### src/rtl/sdram_burst_tester.sv
// SDRAM self-test sequencer: write pattern bursts over a region, read back, compare, report.
// Optional watchdog abort when SDRAM_BURST_TESTER_TIMEOUT_EN is defined.
module sdram_burst_tester #(
    parameter int         C_addr_bits = 23,
    parameter int         C_data_bits = 16,
    parameter int         C_wr_words  = 128,
    parameter logic [1:0] C_rd_cmd    = 2'b11,
    parameter int         C_bursts    = 4,
    parameter int         C_timeout   = 4095
) (
    input  logic                   clk,
    input  logic                   resetn,
    input  logic                   start,
    input  logic [1:0]             mode,
    input  logic [15:0]            seed,
    input  logic [C_addr_bits-1:0] base_addr,
    output logic [1:0]             sys_cmd,
    output logic [C_addr_bits-1:0] sys_addr,
    output logic [C_data_bits-1:0] sys_din,
    input  logic [C_data_bits-1:0] sys_dout,
    input  logic                   sys_wr_data_valid,
    input  logic                   sys_rd_data_valid,
    input  logic [1:0]             sys_cmd_ack,
    output logic                   busy,
    output logic                   done,
    output logic                   pass,
    output logic [15:0]            err_count,
    output logic [C_addr_bits-1:0] first_err_addr,
    output logic [C_data_bits-1:0] first_err_exp,
    output logic [C_data_bits-1:0] first_err_got,
    output logic                   timeout
);

    localparam int C_rd_words  = (C_rd_cmd == 2'b10) ? 16 : 128;
    localparam int C_rd_bursts = C_bursts * C_wr_words / C_rd_words;
    localparam logic [C_addr_bits-1:0] C_wr_step = C_addr_bits'(C_wr_words);
    localparam logic [C_addr_bits-1:0] C_rd_step = C_addr_bits'(C_rd_words);

    typedef enum logic [2:0] {
        S_IDLE, S_WR_CMD, S_WR_DATA, S_RD_CMD, S_RD_DATA, S_FIN
    } state_t;

    state_t                 r_state, w_next;
    logic [1:0]             r_mode;
    logic [15:0]            r_seed, r_idx, r_lfsr, r_beat, r_bcnt, r_err_cnt;
    logic [C_addr_bits-1:0] r_base, r_burst_addr, r_fe_addr;
    logic [C_data_bits-1:0] r_fe_exp, r_fe_got;
    logic                   r_busy, r_done, r_pass, r_timeout;

    logic [C_addr_bits-1:0] w_waddr;
    logic [15:0]            w_pat16, w_lfsr_nxt, w_lfsr_seed_in, w_lfsr_seed_r;
    logic [C_data_bits-1:0] w_pat;
    logic                   w_wr_last, w_wr_blast, w_rd_last, w_rd_blast, w_wd_hit;

    assign w_waddr        = r_burst_addr + C_addr_bits'(r_beat);
    assign w_lfsr_nxt     = {r_lfsr[14:0], r_lfsr[15] ^ r_lfsr[13] ^ r_lfsr[12] ^ r_lfsr[10]};
    assign w_lfsr_seed_in = (seed == 16'h0000) ? 16'h0001 : seed;
    assign w_lfsr_seed_r  = (r_seed == 16'h0000) ? 16'h0001 : r_seed;
    assign w_wr_last      = (r_beat == 16'(C_wr_words - 1));
    assign w_wr_blast     = (r_bcnt == 16'(C_bursts - 1));
    assign w_rd_last      = (r_beat == 16'(C_rd_words - 1));
    assign w_rd_blast     = (r_bcnt == 16'(C_rd_bursts - 1));

    always_comb begin
        case (r_mode)
            2'd0:    w_pat16 = r_seed + r_idx;
            2'd1:    w_pat16 = r_lfsr;
            2'd2:    w_pat16 = 16'(w_waddr);
            default: w_pat16 = ~16'(w_waddr);
        endcase
    end
    assign w_pat = C_data_bits'(w_pat16);

`ifdef SDRAM_BURST_TESTER_TIMEOUT_EN
    localparam int C_wd_bits = $clog2(C_timeout + 1);
    logic [C_wd_bits-1:0] r_wd;

    // Any handshake activity from the controller proves it is alive.
    always_ff @(posedge clk) begin
        if (!resetn) begin
            r_wd <= '0;
        end else if (r_state == S_IDLE || r_state == S_FIN || sys_cmd_ack != 2'b00 ||
                     sys_wr_data_valid || sys_rd_data_valid) begin
            r_wd <= '0;
        end else if (r_wd != C_wd_bits'(C_timeout)) begin
            r_wd <= r_wd + 1'b1;
        end
    end
    assign w_wd_hit = (r_state != S_IDLE) && (r_state != S_FIN) && (r_wd == C_wd_bits'(C_timeout));
`else
    assign w_wd_hit = 1'b0 && (C_timeout > 0);
`endif

    always_ff @(posedge clk) begin
        if (!resetn) r_state <= S_IDLE;
        else         r_state <= w_next;
    end

    always_comb begin
        w_next  = r_state;
        sys_cmd = 2'b00;
        sys_din = '0;
        case (r_state)
            S_IDLE:    if (start) w_next = S_WR_CMD;
            S_WR_CMD: begin
                sys_cmd = 2'b01;
                if (sys_cmd_ack == 2'b01) w_next = S_WR_DATA;
            end
            S_WR_DATA: begin
                sys_din = w_pat;
                if (sys_wr_data_valid && w_wr_last) w_next = w_wr_blast ? S_RD_CMD : S_WR_CMD;
            end
            S_RD_CMD: begin
                sys_cmd = C_rd_cmd;
                if (sys_cmd_ack == C_rd_cmd) w_next = S_RD_DATA;
            end
            S_RD_DATA: if (sys_rd_data_valid && w_rd_last) w_next = w_rd_blast ? S_FIN : S_RD_CMD;
            S_FIN:     w_next = S_IDLE;
            default:   w_next = S_IDLE;
        endcase
        if (w_wd_hit) w_next = S_FIN;
    end

    always_ff @(posedge clk) begin
        if (!resetn) begin
            r_mode       <= 2'd0;
            r_seed       <= '0;
            r_idx        <= '0;
            r_lfsr       <= '0;
            r_beat       <= '0;
            r_bcnt       <= '0;
            r_err_cnt    <= '0;
            r_base       <= '0;
            r_burst_addr <= '0;
            r_fe_addr    <= '0;
            r_fe_exp     <= '0;
            r_fe_got     <= '0;
            r_busy       <= 1'b0;
            r_done       <= 1'b0;
            r_pass       <= 1'b0;
            r_timeout    <= 1'b0;
        end else begin
            case (r_state)
                S_IDLE: if (start) begin
                    r_mode       <= mode;
                    r_seed       <= seed;
                    r_base       <= base_addr;
                    r_burst_addr <= base_addr;
                    r_idx        <= '0;
                    r_lfsr       <= w_lfsr_seed_in;
                    r_beat       <= '0;
                    r_bcnt       <= '0;
                    r_err_cnt    <= '0;
                    r_fe_addr    <= '0;
                    r_fe_exp     <= '0;
                    r_fe_got     <= '0;
                    r_done       <= 1'b0;
                    r_pass       <= 1'b0;
                    r_timeout    <= 1'b0;
                    r_busy       <= 1'b1;
                end
                S_WR_DATA: if (sys_wr_data_valid) begin
                    r_idx  <= r_idx + 16'd1;
                    r_lfsr <= w_lfsr_nxt;
                    if (w_wr_last) begin
                        r_beat <= '0;
                        // Read phase replays the identical sequence from the region start.
                        if (w_wr_blast) begin
                            r_bcnt       <= '0;
                            r_burst_addr <= r_base;
                            r_idx        <= '0;
                            r_lfsr       <= w_lfsr_seed_r;
                        end else begin
                            r_bcnt       <= r_bcnt + 16'd1;
                            r_burst_addr <= r_burst_addr + C_wr_step;
                        end
                    end else begin
                        r_beat <= r_beat + 16'd1;
                    end
                end
                S_RD_DATA: if (sys_rd_data_valid) begin
                    if (sys_dout != w_pat) begin
                        if (r_err_cnt != 16'hFFFF) r_err_cnt <= r_err_cnt + 16'd1;
                        if (r_err_cnt == 16'h0000) begin
                            r_fe_addr <= w_waddr;
                            r_fe_exp  <= w_pat;
                            r_fe_got  <= sys_dout;
                        end
                    end
                    r_idx  <= r_idx + 16'd1;
                    r_lfsr <= w_lfsr_nxt;
                    if (w_rd_last) begin
                        r_beat       <= '0;
                        r_bcnt       <= w_rd_blast ? 16'd0 : r_bcnt + 16'd1;
                        r_burst_addr <= r_burst_addr + C_rd_step;
                    end else begin
                        r_beat <= r_beat + 16'd1;
                    end
                end
                S_FIN: begin
                    r_busy <= 1'b0;
                    r_done <= 1'b1;
                    r_pass <= (r_err_cnt == 16'h0000) && !r_timeout;
                end
                default: ;
            endcase
            if (w_wd_hit) r_timeout <= 1'b1;
        end
    end

    assign sys_addr       = r_burst_addr;
    assign busy           = r_busy;
    assign done           = r_done;
    assign pass           = r_pass;
    assign err_count      = r_err_cnt;
    assign first_err_addr = r_fe_addr;
    assign first_err_exp  = r_fe_exp;
    assign first_err_got  = r_fe_got;
    assign timeout        = r_timeout;

endmodule

### config.mk
export PLATFORM = sky130hd
export DESIGN_NAME = sdram_burst_tester
export DESIGN_NICKNAME = d
export VERILOG_FILES = /design/src/rtl/sdram_burst_tester.sv
export SDC_FILE = /design/constraint.sdc
export NUM_CORES = 1
export LEC_CHECK = 0
export CORE_ASPECT_RATIO = 0.9
export CORE_UTILIZATION = 30
export CTS_CLUSTER_SIZE = 10
export DETAILED_ROUTE_END_ITERATION = 8
export GPL_TIMING_DRIVEN = 0
export SYNTH_ARGS = -nofsm -noshare
export SYNTH_HDL_FRONTEND = slang
export SYNTH_SLANG_ARGS = --single-unit
### constraint.sdc
create_clock -name clk -period 4.62 [get_ports clk]
set_input_delay 1.386 -clock clk [delete_from_list [all_inputs] [get_ports clk]]
set_output_delay 1.386 -clock clk [all_outputs]
set_load 0.01 [all_outputs]
==> results.yml, run 1 <==
setup_path:
  timing.rr.end: "err_count[8]$_SDFFE_PN0P_"
  cpMostUsedCell: "clkbuf_1"
  startpoint: "r_state[0]$_SDFFE_PN0P_"
  end_kind: "primary output"
  r2r_slack_ns: 0.34
  r2r-start: "r_seed[0]$_SDFFE_PN0P_"
  ff2ff_path_depth: 17
  crit_slowest_cell: "clkbuf_1"
  critPathMaxFanout: 10
  worstPathCellList: "clkbuf_1, or3_1, clkbuf_1, clkbuf_2, nor2_1, clkdlybuf4s50_1"
  worst_path_largest_cell_delay_ns: 0.65
  cp_data_arrival_time_ns: 3.22
  crit_required_ns: 3.23
  path_class: "reg -> out"
  crit_path_start_kind: "flip-flop"
floorplanning:
  io_pins: 180
  start_util_pct: 30.4
  rows: 69
  die_w_um: 213
  fp.dieArea_mm2: 0.0409
  coreArea_mm2: 0.0395
  dieHeight_um: 192
sta:
  setup_tns_ns: 0
  fmax_mhz: 217
  worst_pin_slew_ns: 1.16
  fin_skew_ns: 0.0252
  finalHoldViolCount: 0
  grt_setup_unrepaired: "true"
  setup_viol: 0
  period_minus_slack_ns: 4.61
  post-route-period-util_pct: 99.7
  slew_violations: 0
  relSlewSlack_pct: 22.3
clock_network:
  cts_tree: "built"
  cts_inserted_buffers: 26
  clockBufferDepth: 3
  clkSinkCount: 205
  clock-root-buffer: "clkbuf_16"
  clock_latency_ns: 0.55
  clk_pin_slew_worst_paths_ns: 0.06
  h-tree-depth: 1
synth:
  postSynthCellCount: 1557
  ys_async_sr_fraction_pct: 0
  synth_ff_type: "dfxtp_1"
  synth.most_common_cell: "dfxtp_1"
  ys_seq_elements: 205
  synth_top_cell_by_area: "dfxtp_1"
  netlist_area_mm2: 0.0120
  synthTopCellsByArea: "dfxtp_1 (34%), nand2_1 (5.7%), nor2_1 (5.4%)"
  synthDistinctLibCells: 81
  synth_commonest_cells: "dfxtp_1 (205), nand2_1 (183), nor2_1 (173)"
  syn_area_per_cell_um2: 7.73
  yosysWarnings: 0
  synthesis.nets: 1660
  synth_top_area_share_pct: 34.1
  ys_seq_area_share_pct: 34.1
  synth_edf_count: 0
worst_hold_path:
  whs_path_depth: 2
  min-delay-start: "first_err_got[13]$_SDFFE_PN0P_"
  worstHoldEndpoint: "first_err_got[13]$_SDFFE_PN0P_"
  worstHoldPathType: "reg -> reg"
placed_design:
  hpwl_um: 36000
  gp_congestion: 0.937
  io_buffers: 177
  dpl_cell_area_mm2: 0.0145
power_and_ir_drop:
  power_leakage_nw: 5.73
  vdd_drop_max_mv: 0.296
  powerDensity_mw_per_mm2: 379
drt:
  vias_per_cell: 5.54
  first_iter_violations: 1485
  dr.pass1.iters: 5
  vias: 12900
  drt_wl_total_um: 47200
  wl_per_cell_um: 20.2
  route.detailed.drc: 0
  drtAntennaViolNets: 0
final_layout:
  diodes: 0
  nets: 1893
  drive_above_1_share_pct: 11.9
  layout.core_utilization_pct: 40.5
  area_delta_synth_final_pct: 33.1
  final_area_mm2: 0.0160
global_route:
  overflow: 0
  antenna_found_initial: 0
  grtUsageTotal_pct: 22.3
  grtUsageMet3_pct: 2.27
  gr-max-usage-layer: "met2"
  use_met2_pct: 34.8
  grt_max_degree: 20
  grt_use_met1_pct: 32.1
  grt_pass1_vias: 11900
  grt_pass1_wl_um: 70800
job:
  maxCapViolations: 0
status:
  status: "completed"
==> worst max-delay path, delay by kind of cell, from the launching register on <==
kind / cells / cell delay, ns
and+or+nand+nor: 2 / 0.28
DFF: 1 / 0.42
buffers and inverters: 4 / 1.98
==> how the worst max path moves through the flow <==
stage	endpoint	slack, ns	cells past startpoint
2_1_floorplan	sys_din[13]	0.57	10
3_3_place_gp	r_idx[14]$_SDFFE_PN0P_	-0.63	9
3_5_place_dp	r_idx[5]$_SDFFE_PN0P_	-0.63	9
4_1_cts	sys_din[15]	-0.24	11
5_1_grt	sys_din[13]	-0.06	10
6_report	sys_din[3]	0.01	6
==> metrics by stage <==
step / worst slack (ns) / hold slack (ns) / power (mW) / std cells
finish: 0.0125 / 0.452 / 6.08 / 2332
CTS: -0.241 / 0.454 / 5.98 / 2316
floorplan: 0.571 / 0.433 / 3.22 / 1557
global placement: -0.625 / 0.441 / 3.95 / 2266
global route: -0.0591 / 0.466 / 6.33 / 2332
detailed placement: -0.632 / 0.446 / 3.97 / 2268
==> layout by cell type (no fill, tap or decap), types with 9 or more instances in the layout <==
| cell type | count |
|---|---|
| dfxtp_1 | 183 |
| nand2_1 | 182 |
| nor2_1 | 169 |
| clkdlybuf4s50_1 | 167 |
| nand3_1 | 113 |
| a21oi_1 | 112 |
| clkbuf_1 | 79 |
| o21ai_0 | 49 |
| xor2_1 | 49 |
| buf_4 | 43 |
| xnor2_1 | 41 |
| and3_1 | 33 |
| a22oi_1 | 33 |
| o31ai_1 | 31 |
| o21ai_1 | 31 |
| nor3_1 | 27 |
| nand4_1 | 26 |
| clkbuf_16 | 26 |
| ha_1 | 22 |
| inv_1 | 18 |
| dfxtp_2 | 17 |
| a311oi_1 | 16 |
| o211ai_1 | 13 |
| nor4_1 | 13 |
| nor2b_1 | 12 |
| and2_1 | 12 |
| buf_2 | 12 |
| a211oi_1 | 12 |
| mux2i_1 | 12 |
| nand4b_1 | 12 |
| or3_1 | 11 |
| o21a_1 | 9 |
==> routing by layer <==
layer	wire, um	up-vias	part of all wire (%)
met5	0	-	0
met4	1280	0	2.7
met3	3000	67	6.4
met2	20700	494	44
met1	22300	6275	47
li1	-	6094	-
==> cell type report <==
cell class	instances	area, um^2
plain buffers	103	464
clock inverters	4	58.8
flip-flops and latches	205	4140
fillers	4073	23500
clock buffers	34	731
inverters	22	82.6
repair buffers	214	2050
multi-input cells	1218	7830
well taps	532	666
==> flip-flops by register name (all words and copies together), names as in the netlist, 2 cells and up <==
| name | flops |
|---|---|
| r_idx | 16 |
| first_err_got | 16 |
| r_state | 3 |
| r_seed | 16 |
| first_err_exp | 16 |
| r_bcnt | 16 |
| first_err_addr | 23 |
| r_lfsr | 16 |
| r_base | 23 |
| r_mode | 2 |
| err_count | 16 |
| sys_addr | 23 |
| r_beat | 16 |
==> what timing repair did <==
| item | 4_1_cts | 5_1_grt |
|---|---|---|
| hold buffers | 0 | 0 |
| gates cloned | 0 | 0 |
| setup endpoints to repair | 24 | 11 |
| gates resized for setup | 103 | 58 |
| setup buffers | 17 | 18 |
| pin swaps | 21 | 26 |
==> power breakdown <==
part	switching, mW	internal, mW	leakage, nW
registers	0.233	1.92	1.68
clock network	0.782	1.15	0.385
logic	1.22	0.772	3.67
total	2.23	3.84	5.73
==> cells by family (layout without fill, tap and decap cells) <==
group,count (synthesis),in the layout,synth area share (%)
and+or+nand+nor,661,661,26.2
AOI/OAI and AO/OA,405,405,22.1
DFF,205,205,34.1
buffers and inverters,134,377,4.64
xor gates and xnor gates,95,95,7.26
adders and majority gates,39,39,4.18
muxes,17,17,1.46
other,1,1,0.0312
(Power assumes the default switching activity.)
==> inputs of run 2 (changes only) <==
--- a/config.mk
+++ b/config.mk
@@ -7,6 +7,7 @@
 export LEC_CHECK = 0
 export CORE_ASPECT_RATIO = 0.9
 export CORE_UTILIZATION = 30
+export CTS_CLUSTER_DIAMETER = 40
 export CTS_CLUSTER_SIZE = 10
 export DETAILED_ROUTE_END_ITERATION = 8
 export GPL_TIMING_DRIVEN = 0
==> run 2 against run 1 <==
Against the previous run:
- cell area up 2.9%
- critical path depth up 6
- total power up 14%
- sequential cell count unchanged
- hold slack worse by 0.0010 ns
- via count down 0.47%
- fmax about the same
- sequential power about the same
- core utilization up 1.2 points
- die area unchanged
- clock power up 45%
==> results.yml, run 2 (same netlist as run 1, synthesis figures left out) <==
setup_path:
  worst-path-buf-inv: 3
  cp_top_family: "simple AND/OR/NAND/NOR gates"
  worst_path_largest_cell_delay_ns: 0.44
  critPathMaxFanout: 4
  startpoint: "r_seed[0]$_SDFFE_PN0P_"
  cpMostUsedCell: "buf_6"
  timing.rr.end: "err_count[8]$_SDFFE_PN0P_"
  r2r-start: "r_seed[0]$_SDFFE_PN0P_"
  end_kind: "primary output"
  crit_path_start_kind: "flip-flop"
  crit_slowest_cell: "or3_4"
  cp_data_arrival_time_ns: 3.22
  worstPathCellList: "ha_4, inv_1, fa_2, nor2b_4, o31ai_4, buf_6, a2111o_1, nand3_2, a31oi_4, or3_4, nor2_4, buf_6"
  ff2ff_path_depth: 17
  worst-path-stages: 12
  path_class: "reg -> out"
  r2r_slack_ns: 0.27
  crit_required_ns: 3.23
clock_network:
  h-tree-depth: 2
  clockBufferDepth: 3
  cts_inserted_buffers: 37
  clkSinkCount: 205
  cts_tree: "built"
  clock_latency_ns: 0.52
  clk_pin_slew_worst_paths_ns: 0.05
  clock-root-buffer: "clkbuf_16"
worst_hold_path:
  worstHoldPathType: "reg -> reg"
  whs_path_depth: 2
  worstHoldEndpoint: "first_err_got[13]$_SDFFE_PN0P_"
  min-delay-start: "first_err_got[13]$_SDFFE_PN0P_"
sta:
  fin_skew_ns: 0.0175
  relSlewSlack_pct: 20.3
  worst_pin_slew_ns: 1.19
  setup_viol: 0
  slew_violations: 0
  grt_setup_unrepaired: "true"
  setup_tns_ns: 0
  period_minus_slack_ns: 4.60
  finalHoldViolCount: 0
  fmax_mhz: 217
  post-route-period-util_pct: 99.7
placed_design:
  gp_congestion: 0.937
  hpwl_um: 36000
  io_buffers: 177
  dpl_cell_area_mm2: 0.0145
global_route:
  antenna_found_initial: 0
  grt_pass1_vias: 12200
  grt_pass1_wl_um: 70900
  grtUsageTotal_pct: 22.5
  grt_max_degree: 20
  overflow: 0
power_and_ir_drop:
  vdd_drop_max_mv: 0.225
  power_frac_comb_pct: 28.7
  p_switching_mw: 2.40
  power_leakage_nw: 5.94
  powerDensity_mw_per_mm2: 422
  power_frac_seq_pct: 31.1
  switching_share_pct: 34.6
  clock_power_share_pct: 40.3
  p_int_mw: 4.55
floorplanning:
  io_pins: 180
  die_w_um: 213
  fp.dieArea_mm2: 0.0409
  start_util_pct: 30.4
  coreArea_mm2: 0.0395
  rows: 69
  dieHeight_um: 192
drt:
  drtAntennaViolNets: 0
  first_iter_violations: 1476
  drt_wl_total_um: 47400
  vias_per_cell: 5.46
  vias: 12900
  wl_per_cell_um: 20.1
  route.detailed.drc: 0
  dr.pass1.iters: 6
final_layout:
  final_cell_mix: "nand2_1 (183), dfxtp_1 (183), nor2_1 (170), clkdlybuf4s50_1 (167)"
  layout.core_utilization_pct: 41.7
  diodes: 0
  nets: 1900
  drive_above_1_share_pct: 12.7
  final_area_mm2: 0.0165
  area_delta_synth_final_pct: 37.0
status:
  status: "completed"
job:
  maxCapViolations: 0
[run 2: cell types whose count changed in the layout (fill, tap and decap cells not counted), moves of 2 or more]
cell	delta
bufinv_16	+4
ha_4	+2
dfxtp_2	-2
clkinv_2	+5
clkbuf_16	+12
clkbuf_1	+3
dfxtp_4	+2
clkinvlp_4	+3
clkinv_4	+2
buf_6	-2
[run 2: per-stage QoR]
step | setup slack [ns] | hold WS [ns] | power (mW) | instances
floorplan | 0.571 | 0.433 | 3.22 | 1557
global placement | -0.625 | 0.441 | 3.95 | 2266
detailed placement | -0.632 | 0.446 | 3.97 | 2268
CTS | -0.00646 | 0.453 | 6.85 | 2349
global route | -0.0491 | 0.466 | 7.23 | 2357
finish | 0.0160 | 0.451 | 6.95 | 2357
[run 2: power groups by stage]
stage                     logic (mW)  registers [mW]  clock network, mW
after global routing            2.14            2.17               2.91
after detailed placement        1.81            2.16                  0
final                           1.99            2.16               2.80
after floorplan                 1.13            2.08                  0
after global placement          1.79            2.16                  0
after CTS                       1.89            2.14               2.82
[run 2: worst reg2reg max path: stages (launching register included)]
cell	delay (ns)
dfxtp_4	0.38
ha_4	0.15
inv_1	0.06
fa_2	0.42
nor2b_4	0.18
o31ai_4	0.11
buf_6	0.14
a2111o_1	0.40
nand3_2	0.10
a31oi_4	0.11
or3_4	0.44
buf_4	0.15
xnor2_1	0.12
or4_4	0.60
o31ai_4	0.41
buf_4	0.25
o21ai_0	0.13
a21oi_1	0.14
[run 2: per-layer routing]
layer	vias up	track usage, %	part of all wire [%]
li1	6128	-	-
met1	6157	31.4	47
met2	505	34.6	43
met3	79	3.79	7.2
met4	0	8.44	3.2
met5	-	0	0
[run 2: cell type report]
class / count / area, um^2
clock buffer: 49 / 1030
buffer: 101 / 449
fill: 4039 / 23100
clock inverter: 18 / 244
timing repair buffer: 212 / 2030
multi-input combinational: 1218 / 7840
tap: 532 / 666
sequential: 205 / 4150
inverter: 22 / 82.6
[run 2: timing repair]
action	4_1_cts	5_1_grt
endpoints found under the setup margin	24	10
endpoints found under the hold margin	0	0
hold buffers	0	0
gates resized for setup	109	46
buffers inserted	24	9
pin swaps	24	16
[run 2: worst max path at each step]
stage,endpoint
after CTS,sys_din[14]
after detailed placement,r_idx[5]$_SDFFE_PN0P_
after floorplan,sys_din[13]
final,sys_din[14]
after global placement,r_idx[14]$_SDFFE_PN0P_
after global routing,sys_din[14]
